## config.mk

```make
export PLATFORM = sky130hd
export DESIGN_NAME = timer_bank
export DESIGN_NICKNAME = d
export VERILOG_FILES = /design/src/rtl/timer_bank.sv
export SDC_FILE = /design/constraint.sdc
export NUM_CORES = 1
export LEC_CHECK = 0
export BUFFER_PORTS_ARGS = -buffer_cell sky130_fd_sc_hd__buf_4
export CELL_PAD_IN_SITES_DETAIL_PLACEMENT = 1
export CELL_PAD_IN_SITES_GLOBAL_PLACEMENT = 1
export CORE_MARGIN = 10
export CORE_UTILIZATION = 47
export DETAILED_ROUTE_END_ITERATION = 10
export PLACE_DENSITY_LB_ADDON = 0.2
export SETUP_SLACK_MARGIN = 0.15
export SYNTH_ARGS = -nofsm -noshare
export SYNTH_HDL_FRONTEND = slang
export SYNTH_SLANG_ARGS = --single-unit
export TNS_END_PERCENT = 30
```

## constraint.sdc

```tcl
create_clock -name clk -period 3.84 [get_ports clk]
set_input_delay 0.384 -clock clk [delete_from_list [all_inputs] [get_ports clk]]
set_output_delay 0.384 -clock clk [all_outputs]
set_load 0.01 [all_outputs]
```

## src/rtl/timer_bank.sv

```systemverilog
// Bank of NUM_CH tick counters, each pulsing done for one clk after L qualified ticks (one-shot or periodic).
// done/busy/expired follow one clk after the causing input; rd_count lags rd_sel by one clk; no backpressure.
module timer_bank #(
    parameter int NUM_CH = 4,
    parameter int WIDTH  = 24,
    parameter int SEL_W  = 2
) (
    input  logic                    clk,
    input  logic                    resetN,
    input  logic                    tick,
    input  logic                    pause,
    input  logic [NUM_CH-1:0]       start,
    input  logic [NUM_CH-1:0]       stop,
    input  logic [NUM_CH-1:0]       periodic,
    input  logic [NUM_CH*WIDTH-1:0] limit,
    input  logic [SEL_W-1:0]        rd_sel,
    output logic [NUM_CH-1:0]       done,
    output logic [NUM_CH-1:0]       busy,
    output logic [NUM_CH-1:0]       expired,
    output logic [WIDTH-1:0]        rd_count
);

    typedef enum logic [1:0] {
        IDLE    = 2'd0,
        RUN     = 2'd1,
        EXPIRED = 2'd2
    } state_t;

    typedef struct packed {
        state_t           st;
        logic             per;
        logic [WIDTH-1:0] lim;
        logic [WIDTH-1:0] cnt;
    } chan_t;

    chan_t             ch [NUM_CH];
    logic              qual_tick;
    logic [NUM_CH-1:0] last;
    logic [WIDTH-1:0]  rd_nxt;

    assign qual_tick = tick & ~pause;

    // A latched limit of 0 behaves like 1: every qualified tick is terminal.
    always_comb begin
        last    = '0;
        busy    = '0;
        expired = '0;
        rd_nxt  = '0;
        for (int i = 0; i < NUM_CH; i++) begin
            last[i]    = (ch[i].lim == '0) || (ch[i].cnt == ch[i].lim - WIDTH'(1));
            busy[i]    = (ch[i].st == RUN);
            expired[i] = (ch[i].st == EXPIRED);
            if (rd_sel == SEL_W'(i))
                rd_nxt = ch[i].cnt;
        end
    end

    always_ff @(posedge clk or negedge resetN) begin
        if (!resetN) begin
            for (int i = 0; i < NUM_CH; i++) begin
                ch[i].st  <= IDLE;
                ch[i].per <= 1'b0;
                ch[i].lim <= '0;
                ch[i].cnt <= '0;
            end
            done     <= '0;
            rd_count <= '0;
        end else begin
            for (int i = 0; i < NUM_CH; i++) begin
                done[i] <= 1'b0;
                if (stop[i]) begin
                    ch[i].st  <= IDLE;
                    ch[i].cnt <= '0;
                end else if (start[i]) begin
                    ch[i].st  <= RUN;
                    ch[i].cnt <= '0;
                    ch[i].lim <= limit[i*WIDTH +: WIDTH];
                    ch[i].per <= periodic[i];
                end else if (ch[i].st == RUN && qual_tick) begin
                    if (last[i]) begin
                        ch[i].cnt <= '0;
                        done[i]   <= 1'b1;
                        if (!ch[i].per)
                            ch[i].st <= EXPIRED;
                    end else begin
                        ch[i].cnt <= ch[i].cnt + WIDTH'(1);
                    end
                end
            end
            rd_count <= rd_nxt;
        end
    end

endmodule

```

Yosys cells after proc, flatten, opt, wreduce, memory -nomap -nowiden:

Cells that the tools add are included.

* bits in registers: 232

* muxes and demuxes: 56
* add/sub/neg operators: 8
* bitwise operators: 6
* equal/unequal tests: 19
* reduce and logical (&&, ||, !) cells: 29

Operators by type and width (count)
* $mux 24: 20
* $add 24x1->24 const B: 4
* $eq 24x24->1: 4
* $logic_not 24->1: 4
* $sub 24x1->24 const B: 4
* $mux 2: 20
* $reduce_bool 3->1: 8
* $mux 1: 16
* $eq 2x2->1 const B: 6
* $ne 3x3->1 const B: 4
* $reduce_and 3->1: 4
* $eq 2x1->1 const B: 5
* $reduce_and 2->1: 4
* $not 1->1: 5
* $logic_and 1x1->1: 4
* $logic_or 1x1->1: 4
* $logic_not 2->1: 1
* $and 1x1->1: 1

Longest topological paths before layout:

Gate-level depths: netlist (run 1).

* word-level depth: 7
* gate-level depth with buffers: 13
* depth with buffers taken out: 11

Worst setup path after synthesis (run 1):

No wires, ideal clock.

* kind: flip-flop to flip-flop
* start point: register ch[136] (netlist bit)
* end point: register ch[113] (netlist bit)
* library setup time: 142 ps
* path buffers: 0
* period minus slack after synthesis: 3219 ps
* data arrival time: 3077 ps
* required time: 3698 ps
* path slack: 621 ps
* stages on the path, launching flop included: 10
* cell sequence: dfrtp_1 -> or4_1 -> or4_1 -> a21oi_1 -> nor2_1 -> or4_4 -> or3_1 -> o31a_1 -> nand3_2 -> o311ai_1

* cells in the longest elaborated chain, start to end: 7

RTL lines
* start, declared: RTL line 36 `chan_t ch [NUM_CH];`
* $sub 24x1->24: RTL line 50 `last[i] = (ch[i].lim == '0) || (ch[i].cnt == ch[i].lim - WIDTH'(1));`
* $eq 24x24->1: RTL line 50
* $logic_or 1x1->1 (*): RTL line 50
* $mux 24 (*): RTL line 80 `if (last[i]) begin`
* $mux 24 (*): RTL line 79 `end else if (ch[i].st == RUN && qual_tick) begin`
* $mux 24 (*): RTL line 74 `end else if (start[i]) begin`
* $mux 24 (*): RTL line 71 `if (stop[i]) begin`

Mark *: on every way between the ends. The rest lies on a longest branch, timed or not. The select of a mux whose other input is x is not followed.
A chain may end at the register's enable or synchronous reset.

Worst setup path after layout (run 1):

* start point: register ch[184] (netlist bit)
* end point: register ch[156] (netlist bit)

Same word-level chain as after synthesis.

==> flow_metrics.py, run 1 <==
metrics = {
    "status": {
        "outcome": "finished, final reports clean",
    },
    "detailed_routing": {
        "antenna_left": 0,
        "num_vias": 12600,
        "drt_iter0_markers": 751,
        "route.detailed.drc": 0,
        "drt-total-wl_um": 46100,
        "drtPass1Iterations": 7,
        "wl_per_cell_um": 22.6,
        "vias_per_cell": 6.16,
    },
    "synthesis": {
        "synth_area_leaders": "dfrtp_1 (40%), mux2_2 (7.1%), xnor2_1 (4.5%)",
        "synth_area_per_cell_um2": 9.66,
        "synth_most_common_cell": "dfrtp_1",
        "syn_area_mm2": 0.0144,
        "ys.flop_type": "dfrtp_1",
        "async_flop_share_pct": 100,
        "yosys_warnings": 0,
        "synth.top_cell.area_share_pct": 40.4,
        "syn_inst": 1487,
        "synth_cell_type_count": 83,
        "synth_common_cells": "dfrtp_1 (232), nand2_1 (133), nor2_1 (102)",
        "ys_ff_latch": 232,
        "synth_edf_count": 0,
        "synth_top_cell_by_area": "dfrtp_1",
        "yosysSeqAreaShare_pct": 40.4,
        "synth_nets": 1613,
    },
    "clocking": {
        "htreeDepth": 1,
        "clock_latency_ns": 0.54,
        "clk_pin_slew_worst_paths_ns": 0.06,
        "cts_made_buffers": 27,
        "root_buffer": "clkbuf_16",
        "cts_tree": "yes",
        "clock_path_buffers": 3,
        "cts.sink_count": 232,
    },
    "hold_path": {
        "hold_class": "input port to flip-flop",
    },
    "global_routing": {
        "antenna_found_initial": 2,
        "grt.met1_usage_pct": 29.8,
        "grt_pass1_wl_um": 74100,
        "overflow": 0,
        "grt_usage_pct": 23.5,
        "grt-busiest-layer": "met2",
        "grt_max_degree": 109,
        "grt_pass1_vias": 13300,
        "grt_util_met3_pct": 3.41,
        "grt.met2_usage_pct": 40.1,
    },
    "floorplan": {
        "die_area_mm2": 0.0380,
        "fp.dieH_um": 195,
        "num_io_pins": 150,
        "die_w_um": 195,
        "start_util_pct": 48.1,
        "rows": 63,
        "core-area_mm2": 0.0299,
    },
    "place": {
        "gp_congestion": 0.919,
        "detailed_place.area_mm2": 0.0161,
        "portBuffers": 149,
        "dp_hpwl_um": 34900,
    },
    "setup_path": {
        "reg2reg_depth": 12,
        "r2r_end": "ch[156]",
        "cp.required_ns": 4.26,
        "critical_path.startpoint": "ch[184]",
        "ff2ff_setup_slack_ns": 0.18,
        "cp-end-kind": "flip-flop",
        "r2r-start": "ch[184]",
        "crit_path_end": "ch[156]",
        "path_max_fanout": 9,
        "critPathKind": "flip-flop to flip-flop",
        "start_kind": "flip-flop",
        "critPathArrivalTime_ns": 4.07,
    },
    "timing": {
        "hold_viol": 0,
        "fmax_ghz": 0.274,
        "rsz0062_at_grt": "yes",
        "post-route-period-util_pct": 95.2,
        "clock_skew_ns": 0.0100,
        "max-slew-margin-rel_pct": 15.7,
        "min_period_ns": 3.66,
        "tns_ns": 0,
        "tightestPinTransition_ns": 1.26,
        "report.final.setup_viol": 0,
        "drv_slew": 0,
    },
    "pwr": {
        "ir_drop_v": 0.000301,
        "p_per_area_mw_per_mm2": 376,
        "p_sw_mw": 1.82,
        "p_seq_share_pct": 44.1,
        "comb_power_share_pct": 17.3,
        "clkPwrFrac_pct": 38.6,
        "p_int_mw": 4.59,
        "leakage_nw": 6.98,
        "p_sw_share_pct": 28.4,
    },
    "finish": {
        "final_area_mm2": 0.0171,
        "nets": 1761,
        "drive_gt1_share_pct": 25.2,
        "area_growth_pct": 18.7,
        "antennaDiodeCount": 0,
        "fillCellCount": 3364,
    },
    "flow_run": {
        "max_cap_viol_count": 0,
    },
}
==> metal layers <==
metal | up-vias | wire length (um)
met1 | 6367 | 19800
met5 | - | 0
met4 | 0 | 1520
met2 | 316 | 22800
li1 | 5792 | -
met3 | 93 | 2030
==> power by group through the flow <==
stage                     logic [mW]  registers, mW  clock network, mW
after detailed placement        1.10           2.87                  0
final                           1.11           2.83               2.47
after CTS                       1.11           2.83               2.51
after floorplan                0.730           2.78                  0
after global placement          1.06           2.85                  0
after global routing            1.23           2.86               2.63
==> kinds of logic after synthesis <==
kind of cell,Yosys count,share of synthesized area [%]
buf+inv,132,3.64
flops,232,40.4
xor+xnor,135,8.32
fa+ha+maj,12,1.04
simple gates,615,23.1
compound gates,225,11.1
mux,136,12.3
==> timing repair <==
action                     4_1_cts  5_1_grt
pin swaps                        1        2
gates cloned                     1        0
hold buffers                     1        0
buffers inserted                 0        6
resized for setup                0       12
setup endpoints to repair       18       80
hold endpoints to repair       105        0
==> registers in the layout (all words and copies together) (netlist names) <==
| name | cells |
|---|---|
| ch | 204 |
| done | 4 |
| rd_count | 24 |
==> worst max-delay path, cell delays in order (launching register included) <==
cell and delay (ns):
dfrtp_1 0.41, or4_1 0.66, or2_2 0.45, buf_4 0.18, nor3_1 0.28, o221ai_1 0.15, nor4_1 0.26, and4bb_2 0.37
nor3_4 0.07, buf_12 0.15, buf_4 0.14, and3_1 0.16, a221o_1 0.25
==> metrics by stage <==
step	power (mW)	hold WS, ns	cells	worst slack [ns]	util, %
2_1_floorplan	3.51	0.0884	1487	0.621	-
3_3_place_gp	3.91	0.489	1988	0.121	53.8
3_5_place_dp	3.96	0.495	1988	0.00344	53.8
4_1_cts	6.45	0.0297	2035	0.0652	56.7
5_1_grt	6.71	0.0366	2041	0.0356	57.1
6_report	6.41	0.0417	2041	0.184	57.1
==> worst min-delay path by stage <==
stage	slack (ns)	from	depth (start not counted)	to
after CTS	0.03	start[2]	2	ch[101]
after global routing	0.04	start[3]	2	ch[6]
final	0.04	stop[1]	2	ch[151]
after global placement	0.49	resetN	1	ch[188]
after floorplan	0.09	resetN	0	ch[0]
after detailed placement	0.50	resetN	1	ch[188]
==> final cells by class <==
cell class	instances	area (um2)	share of cell area [%]
multi-input cells	1124	8160	47.8
clock inverters	9	72.6	0.425
clock buffers	36	759	4.45
flip-flops and latches	232	5810	34.0
inverters	35	131	0.770
well taps	390	488	2.86
repair buffers	215	1650	9.66
==> cell usage in the layout, fill, tap and decap left out, types with 12 or more instances in the layout <==
| cell type | instances |
|---|---|
| a21oi_1 | 37 |
| and2_1 | 12 |
| and3_1 | 28 |
| buf_4 | 211 |
| clkbuf_16 | 27 |
| dfrtp_1 | 232 |
| ha_1 | 12 |
| inv_1 | 35 |
| mux2_2 | 90 |
| mux2i_1 | 22 |
| mux4_2 | 24 |
| nand2_1 | 133 |
| nand2b_1 | 12 |
| nand3_1 | 88 |
| nand3b_1 | 13 |
| nand4_1 | 29 |
| nor2_1 | 99 |
| nor2b_1 | 18 |
| nor3_1 | 44 |
| nor4_1 | 40 |
| o21ai_0 | 46 |
| o311ai_0 | 12 |
| o311ai_1 | 17 |
| or3_1 | 16 |
| or4_1 | 15 |
| xnor2_1 | 74 |
| xor2_1 | 60 |
Power figures use the tool's default switching activity.
==> run 2, diff against run 1 <==
BUFFER_PORTS_ARGS = not set   (was -buffer_cell sky130_fd_sc_hd__buf_4)
CORE_UTILIZATION = 50   (was 47)
DONT_BUFFER_PORTS = 1   (was not set)
==> flow_metrics.py, run 2 (synthesis gave the netlist of run 1 again) <==
metrics = {
    "status": {
        "outcome": "complete, but fails checks",
        "violations": "negative hold slack",
    },
    "detailed_routing": {
        "drt_iter0_markers": 839,
        "vias_per_cell": 6.34,
        "route.detailed.drc": 0,
        "antenna_left": 0,
        "drtPass1Iterations": 5,
        "wl_per_cell_um": 23.9,
        "num_vias": 12600,
        "drt-total-wl_um": 47700,
    },
    "place": {
        "dp_hpwl_um": 33000,
        "portBuffers": 0,
        "preCtsSetupSlack_ns": -0.0736,
        "place_inst": 1829,
        "gp_congestion": 0.892,
        "detailed_place.area_mm2": 0.0149,
    },
    "global_routing": {
        "grt-busiest-layer": "met2",
        "antenna_found_initial": 1,
        "grt.met2_usage_pct": 45.4,
        "grt_usage_pct": 26.2,
        "grt.met1_usage_pct": 32.9,
        "overflow": 0,
        "grt_pass1_wl_um": 77100,
        "grt_pass1_vias": 13500,
        "grt_util_met3_pct": 3.84,
        "grt_max_degree": 233,
    },
    "setup_path": {
        "cp-end-kind": "flip-flop",
        "reg2reg_depth": 12,
        "slowest_stage": "dlygate4sd3_1",
        "critPathArrivalTime_ns": 4.18,
        "cp.required_ns": 4.26,
        "path_max_fanout": 10,
        "crit_buf_inv": 3,
        "cp.depth": 12,
        "path_delay_family": "simple AND/OR/NAND/NOR gates",
        "critPathKind": "flip-flop to flip-flop",
        "cp_slowest_stage_delay_ns": 0.56,
        "crit_chain": "nor4_1, buf_4, nand4b_1, buf_4, or3_1, o31ai_1, nor4b_2, nand4b_1, o31ai_1, a31o_2, a21oi_1, dlygate4sd3_1",
        "start_kind": "flip-flop",
    },
    "finish": {
        "final_area_mm2": 0.0171,
        "final_common_cell": "dfrtp_1",
        "nets": 1712,
        "layout_common_cells": "dfrtp_1 (232), nand2_1 (133), dlygate4sd3_1 (106), nor2_1 (99), mux2_2 (90)",
        "largest_reg_flops": 204,
        "drive_gt1_share_pct": 16.8,
        "instances_no_fill": 1994,
        "area_growth_pct": 19.0,
        "largest-register": "ch",
        "fillCellCount": 3144,
        "top_regs": "ch x204, rd_count x24, done x4",
    },
    "timing": {
        "report.final.setup_viol": 0,
        "max-slew-margin-rel_pct": 18.0,
        "tightestPinTransition_ns": 1.23,
        "min_period_ns": 3.76,
        "clock_skew_ns": 0.00723,
        "finalWorstSetupSlack_ns": 0.0806,
        "hold_viol": 232,
        "tns_ns": 0,
        "whs_ns": -0.447,
        "fmax_ghz": 0.266,
        "drv_slew": 0,
        "post-route-period-util_pct": 97.9,
        "rsz0062_at_grt": "yes",
    },
    "clocking": {
        "clk_pin_slew_worst_paths_ns": 0.06,
        "root_buffer": "clkbuf_16",
        "cts.sink_count": 232,
        "cts_made_buffers": 28,
        "cts_tree": "yes",
        "htreeDepth": 1,
        "clock_latency_ns": 0.55,
        "clock_path_buffers": 3,
        "hold_buffers": 106,
    },
    "floorplan": {
        "core-area_mm2": 0.0285,
        "die_area_mm2": 0.0359,
        "start_util_pct": 50.3,
        "rows": 62,
        "fp.dieH_um": 190,
        "num_io_pins": 150,
        "die_w_um": 190,
    },
    "pwr": {
        "ir_drop_v": 0.000396,
        "power_mw": 6.73,
        "p_per_area_mw_per_mm2": 394,
        "leakage_nw": 6.70,
    },
    "hold_path": {
        "hold_class": "input port to async pin",
    },
    "flow_run": {
        "max_cap_viol_count": 0,
    },
}
## run 2: cell count changes in the layout (fill, tap and decap cells not counted), sizes merged
cell         change
clkbuf           +6
buf            -156
clkinv           -2
dlygate4sd3    +105
nor3             +1
bufinv           +3
diode            +2
## run 2: repair_timing
item | 4_1_cts | 5_1_grt
gates resized for setup | 1 | 15
setup endpoints to repair | 22 | 66
hold endpoints to repair | 337 | 232
setup buffers | 0 | 3
gates cloned | 1 | 1
pin swaps | 1 | 2
## run 2: cell type report
| class | count | area [um2] | area share (%) |
|---|---|---|---|
| multi-input combinational | 1125 | 8170 | 47.8 |
| sequential | 232 | 5810 | 34.0 |
| timing repair buffer | 164 | 1510 | 8.83 |
| clock buffer | 42 | 845 | 4.94 |
| tap | 384 | 480 | 2.81 |
| clock inverter | 10 | 153 | 0.893 |
| inverter | 35 | 131 | 0.768 |
| antenna | 2 | 5.00 | 0.0293 |
## run 2: worst register-to-register path, stage by stage, from the launching register on
cell,delay (ns)
dfrtp_1,0.50
nor4_1,0.35
buf_4,0.20
nand4b_1,0.14
buf_4,0.22
or3_1,0.35
o31ai_1,0.31
nor4b_2,0.30
nand4b_1,0.21
o31ai_1,0.21
a31o_2,0.23
a21oi_1,0.06
dlygate4sd3_1,0.56
## run 2: final timing paths
check / from / slack [ns] / endpoint
max in group asynchronous: resetN / 3.49 / ch[28]
hold / removal: resetN / -0.45 / ch[184]
setup / recovery: ch[79] / 0.08 / ch[100]
min in group clk: limit[1] / 0.01 / ch[178]
hold reg to reg: ch[150] / 0.51 / ch[150]
setup reg to reg: ch[79] / 0.08 / ch[100]
## run 2: report_power, final
part / leakage, nW / internal [mW] / switching, mW
Sequential: 3.02 / 2.60 / 0.240
Clock: 0.491 / 1.78 / 1.07
Combinational: 3.19 / 0.535 / 0.498
## run 2: stage by stage
stage	hold WS, ns	util, %
floorplan	0.0884	-
global placement	0.102	52.2
detailed placement	0.103	52.2
CTS	-0.477	59.5
global route	-0.479	59.9
finish	-0.447	59.9
## run 2: routing by layer
layer / share of wire, % / vias up
met5: 0 / -
li1: - / 5674
met2: 50 / 380
met3: 5.0 / 102
met1: 42 / 6479
met4: 3.0 / 0
==> run 3, diff against run 2 <==
ABC_AREA = 1   (was not set)
CORE_UTILIZATION = 47   (was 50)
==> flow_metrics.py, run 3 <==
metrics = {
    "floorplan": {
        "die_area_mm2": 0.0410,
        "num_io_pins": 150,
        "core-area_mm2": 0.0327,
        "start_util_pct": 47.8,
        "fp.dieH_um": 202,
        "die_w_um": 202,
        "rows": 66,
    },
    "pwr": {
        "ir_drop_v": 0.000363,
        "p_per_area_mw_per_mm2": 369,
        "leakage_nw": 8.13,
    },
    "synthesis": {
        "ys_ff_latch": 232,
        "synth_cell_type_count": 47,
        "synth_top_cell_by_area": "dfrtp_1",
        "ys.flop_type": "dfrtp_1",
        "synth_common_cells": "nand2_1 (587), nor2_1 (342), dfrtp_1 (232)",
        "synth_edf_count": 0,
        "synth_area_leaders": "dfrtp_1 (37%), nand2_1 (14%), nor2_1 (8.2%)",
        "synth_area_per_cell_um2": 7.11,
        "async_flop_share_pct": 100,
        "synth_nets": 2327,
        "syn_inst": 2201,
        "synth.top_cell.area_share_pct": 37.1,
        "yosys_warnings": 0,
        "synth_most_common_cell": "nand2_1",
        "syn_area_mm2": 0.0156,
        "yosysSeqAreaShare_pct": 37.1,
    },
    "timing": {
        "fmax_ghz": 0.329,
        "rsz0062_at_grt": "no",
        "tightestPinTransition_ns": 0.850,
        "whs_ns": -0.486,
        "min_period_ns": 3.04,
        "max-slew-margin-rel_pct": 43.2,
        "report.final.setup_viol": 0,
        "drv_slew": 0,
        "clock_skew_ns": 0.0174,
        "post-route-period-util_pct": 79.2,
        "tns_ns": 0,
        "hold_viol": 232,
    },
    "finish": {
        "largest-register": "ch",
        "drive_gt1_share_pct": 6.37,
        "top_regs": "ch x204, rd_count x24, done x4",
        "nets": 2397,
        "area_growth_pct": 14.6,
        "largest_reg_flops": 204,
        "final_common_cell": "nand2_1",
        "postLayoutCoreUtil_pct": 54.8,
        "layout_common_cells": "nand2_1 (587), nor2_1 (342), dfrtp_1 (232), inv_1 (230), nand3_1 (135)",
        "fillCellCount": 4195,
    },
    "detailed_routing": {
        "drt_iter0_markers": 907,
        "wl_per_cell_um": 19.9,
        "vias_per_cell": 5.50,
        "antenna_left": 0,
        "route.detailed.drc": 0,
        "drt-total-wl_um": 54500,
        "num_vias": 15000,
        "drtPass1Iterations": 5,
    },
    "setup_path": {
        "reg2reg_depth": 14,
        "path_common_cell": "nand2_1",
        "path_max_fanout": 21,
        "critPathKind": "flip-flop to flip-flop",
        "r2r-start": "ch[75]",
        "critPathArrivalTime_ns": 3.51,
        "cp.required_ns": 4.31,
        "start_kind": "flip-flop",
        "crit_buf_inv": 1,
        "crit_chain": "inv_1, ha_1, nand3_1, nor2_2, nand2_1, nor2_1, nand2_1, nand2_1, nand2_1, nand2_1, nor2_1, nand3_2, nand3_1, a21boi_0",
        "cp_slowest_stage_delay_ns": 0.61,
        "cp-end-kind": "flip-flop",
        "path_delay_family": "simple AND/OR/NAND/NOR gates",
        "ff2ff_setup_slack_ns": 0.80,
        "slowest_stage": "nand3_1",
        "r2r_end": "ch[72]",
    },
    "clocking": {
        "hold_buffers": 99,
        "ctsResizeCount": 0,
        "cts_tree": "yes",
        "clock_latency_ns": 0.57,
        "postCtsSetupBuffers": 0,
        "clock_path_buffers": 3,
        "cts.sink_count": 232,
        "clk_pin_slew_worst_paths_ns": 0.06,
        "root_buffer": "clkbuf_16",
        "htreeDepth": 1,
        "cts_made_buffers": 28,
    },
    "global_routing": {
        "grt_pass1_wl_um": 87300,
        "overflow": 0,
        "grt_max_degree": 233,
        "grt_usage_pct": 26.2,
        "antenna_found_initial": 1,
        "grt_pass1_vias": 15800,
    },
    "hold_path": {
        "hold_class": "input port to async pin",
    },
    "place": {
        "dp_hpwl_um": 41000,
        "portBuffers": 0,
        "gp_congestion": 0.902,
    },
    "status": {
        "violations": "negative hold slack",
        "outcome": "complete, but fails checks",
    },
    "flow_run": {
        "max_cap_viol_count": 0,
    },
}
==> run 3: layout make-up <==
cell class,instances,area (um2),area share (%)
Clock inverter,6,105,0.586
Clock buffer,45,836,4.66
Multi-Input combinational cell,1665,8670,48.4
Tap cell,442,553,3.09
Timing Repair Buffer,110,1070,5.99
Sequential cell,232,5810,32.4
Antenna cell,1,2.50,0.0140
Inverter,234,878,4.90
==> run 3: power by group <==
| group | total [mW] | switching [mW] | internal [mW] |
|---|---|---|---|
| clock network | 2.75 | 1.08 | 1.68 |
| registers | 2.84 | 0.230 | 2.61 |
| logic | 1.02 | 0.596 | 0.421 |
| total | 6.61 | 1.90 | 4.70 |
==> run 3: worst max path at each step <==
stage          startpoint  cells past startpoint      end
2_1_floorplan     ch[177]                     18  ch[171]
3_3_place_gp       ch[75]                     13   ch[72]
3_5_place_dp       ch[75]                     14   ch[72]
4_1_cts            ch[75]                     14   ch[72]
5_1_grt            ch[75]                     14   ch[72]
6_report           ch[75]                     14   ch[72]
==> run 3: logic make-up (layout without fill, tap and decap cells) <==
logic type,after synthesis,after routing,synth area share (%)
AOI/OAI and AO/OA,202,202,7.16
xor gates and xnor gates,163,163,9.35
adders and majority gates,12,12,0.960
buffers and inverters,304,395,7.45
DFF,232,232,37.1
muxes,52,52,3.74
other,0,1,0
and+or+nand+nor,1236,1236,34.2
==> run 3: through the flow <==
stage	setup WS [ns]	hold WS (ns)	area, um2	std cells	total power, mW
2_1_floorplan	1.56	0.0884	15600	2201	3.52
3_3_place_gp	0.963	0.0980	16000	2584	3.75
3_5_place_dp	0.829	0.101	16000	2584	3.79
4_1_cts	0.822	-0.503	17900	2734	6.64
5_1_grt	0.469	-0.498	17900	2735	6.90
6_report	0.799	-0.486	17900	2735	6.61
==> run 3: layer usage <==
metal  global-route usage, %  part of all wire (%)
met2                    44.9                    49
met5                       0                     0
met4                    7.25                   2.8
met3                    4.41                   4.8
met1                    33.2                    44
